`config.mk`:
```
export PLATFORM = sky130hd
export DESIGN_NAME = obi_ram_data_bridge
export DESIGN_NICKNAME = d
export VERILOG_FILES = /design/src/rtl/obi_ram_data_bridge.sv
export SDC_FILE = /design/constraint.sdc
export NUM_CORES = 1
export LEC_CHECK = 0
export CORE_ASPECT_RATIO = 0.5
export CORE_MARGIN = 1
export CORE_UTILIZATION = 47
export DETAILED_ROUTE_END_ITERATION = 8
export PLACE_DENSITY = 0.8
export SYNTH_ARGS = -nofsm -noshare
export SYNTH_HDL_FRONTEND = slang
export SYNTH_SLANG_ARGS = --single-unit
```
`constraint.sdc`:
```
create_clock -name clk_i -period 3.1 [get_ports clk_i]
set_clock_uncertainty 0.05 [all_clocks]
set_input_delay 0.62 -clock clk_i [delete_from_list [all_inputs] [get_ports clk_i]]
set_output_delay 0.62 -clock clk_i [all_outputs]
set_load 0.01 [all_outputs]
```
`src/rtl/obi_ram_data_bridge.sv`:
```
// OBI data port to single-cycle RAM bridge with in-order response FIFO.
// Optional LFSR stall injection when RAM_STALL_RANDOM_EN is defined.
module obi_ram_data_bridge #(
  parameter int              ADDR_WIDTH = 22,
  parameter int              RSP_DEPTH  = 4,
  parameter logic [15:0]     LFSR_SEED  = 16'hACE1
) (
  input  logic                  clk_i,
  input  logic                  rst_i,
  input  logic                  data_req_i,
  output logic                  data_gnt_o,
  input  logic [31:0]           data_addr_i,
  input  logic                  data_we_i,
  input  logic [3:0]            data_be_i,
  input  logic [31:0]           data_wdata_i,
  output logic                  data_rvalid_o,
  output logic [31:0]           data_rdata_o,
  output logic                  ram_en_o,
  output logic [ADDR_WIDTH-1:0] ram_addr_o,
  output logic                  ram_we_o,
  output logic [3:0]            ram_be_o,
  output logic [31:0]           ram_wdata_o,
  input  logic [31:0]           ram_rdata_i,
  output logic [15:0]           oor_cnt_o
);

  localparam int PW = $clog2(RSP_DEPTH);
  localparam int CW = PW + 1;
  localparam logic [CW:0] DEPTH_L = (CW+1)'(RSP_DEPTH);

  logic gnt_stall;
  logic rsp_stall;

`ifdef RAM_STALL_RANDOM_EN
  logic [15:0] lfsr;
  logic        lfsr_fb;

  assign lfsr_fb = lfsr[15] ^ lfsr[13] ^ lfsr[12] ^ lfsr[10];

  always_ff @(posedge clk_i) begin
    if (rst_i) lfsr <= LFSR_SEED;
    else       lfsr <= {lfsr[14:0], lfsr_fb};
  end

  assign gnt_stall = (lfsr[1:0] == 2'b00);
  assign rsp_stall = (lfsr[3:2] == 2'b00);
`else
  logic unused_seed;
  assign unused_seed = ^LFSR_SEED;
  assign gnt_stall   = 1'b0;
  assign rsp_stall   = 1'b0;
`endif

  logic          pend_valid;
  logic          pend_read;
  logic          pend_inr;
  logic [31:0]   fifo_mem [RSP_DEPTH];
  logic [PW-1:0] wr_ptr;
  logic [PW-1:0] rd_ptr;
  logic [CW-1:0] count;
  logic [CW:0]   occ;
  logic          in_range;
  logic          xfer;
  logic          fifo_empty;
  logic          pop;
  logic          bypass;
  logic          push;
  logic [31:0]   rsp_word;

  assign occ      = {1'b0, count} + {{CW{1'b0}}, pend_valid};
  assign in_range = (data_addr_i[31:ADDR_WIDTH] == '0);

  assign data_gnt_o = !rst_i && data_req_i
                    && (occ < DEPTH_L) && !gnt_stall;
  assign xfer       = data_req_i && data_gnt_o;

  // Out-of-range transfers never touch the RAM
  assign ram_en_o    = xfer && in_range;
  assign ram_addr_o  = ram_en_o ? data_addr_i[ADDR_WIDTH-1:0] : '0;
  assign ram_we_o    = ram_en_o && data_we_i;
  assign ram_be_o    = ram_en_o ? data_be_i : 4'h0;
  assign ram_wdata_o = ram_en_o ? data_wdata_i : 32'h0;

  assign rsp_word   = (pend_read && pend_inr) ? ram_rdata_i : 32'h0;
  assign fifo_empty = (count == '0);
  assign pop        = !fifo_empty && !rsp_stall;
  assign bypass     = pend_valid && fifo_empty && !rsp_stall;
  assign push       = pend_valid && !bypass;

  always_comb begin
    data_rvalid_o = 1'b0;
    data_rdata_o  = 32'h0;
    if (!rst_i) begin
      if (pop) begin
        data_rvalid_o = 1'b1;
        data_rdata_o  = fifo_mem[rd_ptr];
      end else if (bypass) begin
        data_rvalid_o = 1'b1;
        data_rdata_o  = rsp_word;
      end
    end
  end

  always_ff @(posedge clk_i) begin
    if (rst_i) begin
      pend_valid <= 1'b0;
      pend_read  <= 1'b0;
      pend_inr   <= 1'b0;
    end else begin
      pend_valid <= xfer;
      pend_read  <= xfer && !data_we_i;
      pend_inr   <= xfer && in_range;
    end
  end

  always_ff @(posedge clk_i) begin
    if (rst_i) begin
      wr_ptr <= '0;
      rd_ptr <= '0;
      count  <= '0;
    end else begin
      if (push) wr_ptr <= wr_ptr + 1'b1;
      if (pop)  rd_ptr <= rd_ptr + 1'b1;
      if (push && !pop)      count <= count + 1'b1;
      else if (pop && !push) count <= count - 1'b1;
    end
  end

  always_ff @(posedge clk_i) begin
    if (push) fifo_mem[wr_ptr] <= rsp_word;
  end

  always_ff @(posedge clk_i) begin
    if (rst_i) begin
      oor_cnt_o <= 16'h0;
    end else if (xfer && !in_range
                 && oor_cnt_o != 16'hFFFF) begin
      oor_cnt_o <= oor_cnt_o + 16'h1;
    end
  end

endmodule
```
==> results of run 1 <==
[cells in the final DEF (no fill, tap or decap), types with 10 or more instances in the layout]
| master | count |
|---|---|
| a22oi_1 | 32 |
| clkbuf_16 | 17 |
| clkdlybuf4s50_1 | 152 |
| nor2_1 | 59 |
| edfxtp_1 | 128 |
| dfxtp_1 | 26 |
| buf_4 | 23 |
| and3_1 | 96 |
| dlygate4sd2_1 | 60 |
| nand2_1 | 10 |
| mux4_2 | 32 |
[what timing repair did]
item	in CTS	in global routing
endpoints found under the setup margin	62	19
gates resized for setup	67	6
endpoints found under the hold margin	0	0
setup buffers	2	0
gates cloned	0	1
[registers in the layout (all words and copies together), names as in the netlist, named ones only]
name        flops
pend_valid      1
pend_inr        1
oor_cnt_o      16
rd_ptr          2
count           3
wr_ptr          2
pend_read       1
fifo_mem      128
[routing by layer]
metal | vias to the layer above | global-route usage [%] | part of all wire [%]
met5 | - | 0 | 0
met4 | 0 | 6.32 | 1.3
met3 | 29 | 6.53 | 7.5
met2 | 248 | 42.7 | 51
met1 | 2575 | 30.9 | 41
li1 | 2443 | - | -
[worst register-to-register path, delay by kind of cell (launching register included)]
family / cells / cell delay (ns)
xor+xnor: 1 / 0.16
flops: 1 / 0.42
fa+ha+maj: 1 / 0.26
simple gates: 4 / 1.16
[worst max path at each step]
| stage | to | depth (start not counted) |
|---|---|---|
| after floorplan | ram_addr_o[10] | 5 |
| after global placement | ram_wdata_o[16] | 6 |
| after detailed placement | ram_wdata_o[17] | 6 |
| after CTS | data_rdata_o[28] | 5 |
| after global routing | data_rdata_o[28] | 5 |
| final | data_rdata_o[28] | 5 |
[power breakdown]
group | switching, mW | internal (mW)
clock | 0.879 | 1.13
sequential | 0.0758 | 2.37
combinational | 0.914 | 0.955
total | 1.87 | 4.46
[final cells by class]
type                       instances  share of cell area [%]
tap                              198                    2.44
clock inverter                    15                    1.52
clock buffer                      17                    4.20
multi-input combinational        307                    24.3
timing repair buffer             247                    23.8
sequential                       156                    43.5
inverter                           8                   0.296
[logic make-up (layout without fill, tap and decap cells)]
logic type	Yosys count	count (layout)	share of synthesized area (%)
AOI/OAI and AO/OA	43	43	4.29
xor gates and xnor gates	13	13	1.61
muxes	34	34	10.5
and+or+nand+nor	210	210	17.0
DFF	156	156	62.4
adders and majority gates	7	7	1.24
buffers and inverters	51	287	2.93
[per-stage QoR]
stage          util, %  setup slack (ns)  instances  setup TNS, ns
6_report          69.7             0.104        948              0
4_1_cts           69.5            0.0271        947              0
2_1_floorplan        -             0.641        514              0
3_3_place_gp      65.8            -0.172        913          -8.59
5_1_grt           69.7           0.00339        948              0
3_5_place_dp      65.8            -0.220        913         -10.32
==> metrics, run 1 <==
die area=15500 µm²; drt pass-1 iters=5; GPL Wtd Cong=0.829; top cell type's share of synthesized area=54.5%; Slew Viols, Final=0; wire per inst=20.0 µm; Seq/Total Area, Yosys=62.4%; Fin. Hold Viols=0; post-DP HPWL=12900 µm; Static Leak=4.29 nW; Synth Cell Area=7050 µm²; Vias/cell=5.59; slowest cell on the critical path=mux4_2; CP Cell Sequence=buf_8 -> mux4_2 -> a22oi_1 -> nor2_1 -> clkdlybuf4s50_1; CORE AREA=14500 µm²; post-route ant nets=0; RSZ-0062 raised after global routing=false; Clock Pin Slew Worst Setup and Hold Paths=0.07 ns; antenna violations before repair=0; Min-Delay Path Depth=2; total power draw=6.33 mW; Worst Hold Endpoint=oor_cnt_o[15]; fmax=334 MHz; number of max-cap violations=0; Starting Density=48.5%; DRC Markers=0; setup violators final=0; CP endpoint kind=primary output; layout net count=848; Distinct cells, synth=39; layout filler cell count=1022; Ys Warns=0; crit path buf inv count=2; vias in the first global route=5263; Placed Area=9570 µm²; clock latency on the worst-skew pair=0.41 ns; RR Endpoint=oor_cnt_o[5]; CP peak stage delay=0.53 ns; via count=5295; DR iter-0 viols=390; post-synth top area cell=edfxtp_1; run status=completed; register area=4410 µm²; # rows=31; EDFF count, synth=128; Post-Route Hold Slack=0.474 ns; asr flop ratio synth=0%; gr ovfl total=0; ratio of cells with drive above 1 in the final layout=15.1%; Critical R2R Launch=oor_cnt_o[0]; Worst Hold Class=flip-flop to flip-flop; synth cell count leaders=128 x edfxtp_1, 96 x and3_1, 60 x nor2_1; chip width=175 µm; Main synth FF type=edfxtp_1; Rel. slew slack=52.7%; CP Max Fanout=15; Hold Path Origin=oor_cnt_o[15]; Tot GR Track Use=24.5%; I/O Buffers=213; R2R Setup Slk=0.92 ns; cell with the most instances after synthesis=edfxtp_1; power per standard cell area=625 nW/µm²; Routed WL=19000 µm; startpoint types=flip-flop; top post-synthesis cells by area=edfxtp_1 54%, mux4_2 10%, and3_1 8.5%, dfxtp_1 7.9%, a22oi_1 3.4%; WP data required=2.43 ns; CTS Root Buffer Type=clkbuf_16; Mean Syn Cell Area=13.7 µm²; post-cts hold buffer count=0; first-pass GRT wire length=28500 µm; R2R cell count=6; Top-Level Pins=214; multi-input logic area=2460 µm²; Tcrit/Tclk final=96.6%; crit path kind=flip-flop to primary output; VDD IR max=0.411 mV; Critical Path AT=2.33 ns; total CTS buffers=17; area grow syn2layout=43.7%; CTS tree=done; CTS H-tree depth=4; delay-heaviest family, CP=buffers and inverters; Bufs on Longest Clock Path=2; Net Count, Synth=625; min Tclk post-route=3.00 ns; Worst Max-Slew Pin Slew=0.703 ns; pin count of the biggest net entering global routing=59; Post-Syn Instances=514; chip height=88.6 µm; diode count=0; fin area=10100 µm²; #FFs+latches synth=156; clk sink count=156
Note: power is estimated with default switching activity, not from simulation.
==> run 2: changes to the inputs <==
--- a/config.mk
+++ b/config.mk
@@ -10,6 +10,7 @@
 export CORE_UTILIZATION = 47
 export DETAILED_ROUTE_END_ITERATION = 8
 export PLACE_DENSITY = 0.8
+export REMOVE_ABC_BUFFERS = 1
 export SYNTH_ARGS = -nofsm -noshare
 export SYNTH_HDL_FRONTEND = slang
 export SYNTH_SLANG_ARGS = --single-unit
==> run 2 against run 1 <==
Sequential power about the same; fmax down 2.0%; sequential cell count unchanged; largest cell class unchanged; clock power up 8%; sequential share of layout area down 0.059 points; hold slack worse by 0.0070 ns; critical path type is now input port to primary output.
==> metrics, run 2 (synthesized netlist as in run 1, its figures left out) <==
length of routed met2 wiring=10400 µm; run status=completed; Tcrit/Tclk final=98.7%; Placed Area=9520 µm²; via count=5368; Largest regs=fifo_mem: 128 flops, oor_cnt_o: 16 flops, count: 3 flops; CTS tree=done; Fin. Hold Viols=0; delay-heaviest family, CP=buffers and inverters; final setup TNS=0 ns; Worst Max-Slew Pin Slew=0.768 ns; Starting Density=48.5%; Worst Hold Class=flip-flop to flip-flop; crit path buf inv count=3; post-DP HPWL=13400 µm; CORE AREA=14500 µm²; most frequent cells in the layout=152 x clkdlybuf4s50_1, 128 x edfxtp_1, 96 x and3_1, 59 x nor2_1, 56 x dlygate4sd2_1; commonest non-fill, non-tap cell in the layout=clkdlybuf4s50_1; CP Cell Sequence=clkdlybuf4s50_1 -> nor4_4 -> and4_4 -> buf_12 -> and3_1 -> dlygate4sd2_1; VDD IR max=0.451 mV; CTS Root Buffer Type=clkbuf_16; Static Leak=4.28 nW; diode count=0; Bufs on Longest Clock Path=2; metal3 WL=1580 µm; Vias/cell=5.69; # rows=31; pin count of the biggest net entering global routing=60; wire per inst=21.6 µm; fin area=10100 µm²; vias in the first global route=5180; setup violators final=0; Routed WL=20300 µm; post-cts hold buffer count=0; CTS H-tree depth=4; drt pass-1 iters=5; area grow syn2layout=43.9%; die area=15500 µm²; crit path kind=input port to primary output; number of max-cap violations=0; clock latency on the worst-skew pair=0.42 ns; ratio of cells with drive above 1 in the final layout=14.5%; Largest register FFs=128; Max Used Layer=met4; CP endpoint kind=primary output; most flop-heavy register=fifo_mem; Critical Path AT=2.39 ns; min Tclk post-route=3.06 ns; gr ovfl total=0; I/O Buffers=213; startpoint types=input port; chip height=88.6 µm; slowest cell on the critical path=clkdlybuf4s50_1; Slew Viols, Final=0; WP data required=2.43 ns; DR iter-0 viols=444; Layout Cells excl Fill=944; Rel. slew slack=48.4%; Tot GR Track Use=25.8%; Clock Pin Slew Worst Setup and Hold Paths=0.06 ns; layout net count=846; CP peak stage delay=0.45 ns; Top-Level Pins=214; total CTS buffers=17; antenna violations before repair=0; chip width=175 µm; first-pass GRT wire length=29500 µm; GPL Wtd Cong=0.895; clk sink count=156; power per standard cell area=639 nW/µm²; post-route ant nets=0; placed insts=912; fmax=327 MHz; Metal-1 WL=8020 µm; DRC Markers=0; CP Max Fanout=30
[run 2: worst register-to-register path: stages (launching register included)]
cell     delay [ns]
dfxtp_1        0.43
ha_1           0.26
nand4_2        0.16
or4_1          0.70
nand4_2        0.23
xor2_1         0.21
nor2_1         0.05
[run 2: report_power, final]
part | switching [mW] | internal (mW) | leakage, nW
combinational | 0.933 | 0.944 | 2.37
sequential | 0.0596 | 2.37 | 1.62
clock | 0.825 | 1.35 | 0.297
[run 2: repair_timing]
item | 4_1_cts | 5_1_grt
setup endpoints to repair | 64 | 42
cloned | 1 | 0
resized for setup | 66 | 11
buffers inserted | 1 | 0
pin swaps | 0 | 1
[run 2: worst paths after layout]
check,startpoint,to,slack (ns),depth (start not counted)
min reg2reg,oor_cnt_o[10],oor_cnt_o[10],0.47,2
max reg2reg,oor_cnt_o[0],oor_cnt_o[5],0.87,6
max,data_addr_i[23],ram_wdata_o[17],0.04,6
min,oor_cnt_o[10],oor_cnt_o[10],0.47,2
[run 2: layout make-up]
type                            instances  area (µm²)
Timing Repair Buffer                  245        2380
Inverter                                8        30.0
Clock inverter                         13         190
Tap cell                              198         248
Sequential cell                       156        4410
Multi-Input combinational cell        307        2470
Fill cell                             985        4400
Clock buffer                           17         425
[run 2: metal layers]
layer / up-vias / GRT usage, %
met4: 0 / 7.75
met2: 246 / 45.8
met1: 2666 / 32.7
met5: - / 0
met3: 26 / 5.20
li1: 2430 / -
[run 2: metrics by stage]
| step | power, mW | util [%] | hold slack, ns | worst slack (ns) |
|---|---|---|---|---|
| 5_1_grt | 6.74 | 69.8 | 0.488 | -0.0188 |
| 3_3_place_gp | 4.27 | 65.5 | 0.437 | -0.194 |
| 3_5_place_dp | 4.30 | 65.5 | 0.451 | -0.209 |
| 6_report | 6.48 | 69.8 | 0.467 | 0.0414 |
| 2_1_floorplan | 3.48 | - | 0.413 | -0.283 |
| 4_1_cts | 6.49 | 69.5 | 0.467 | 0.0337 |
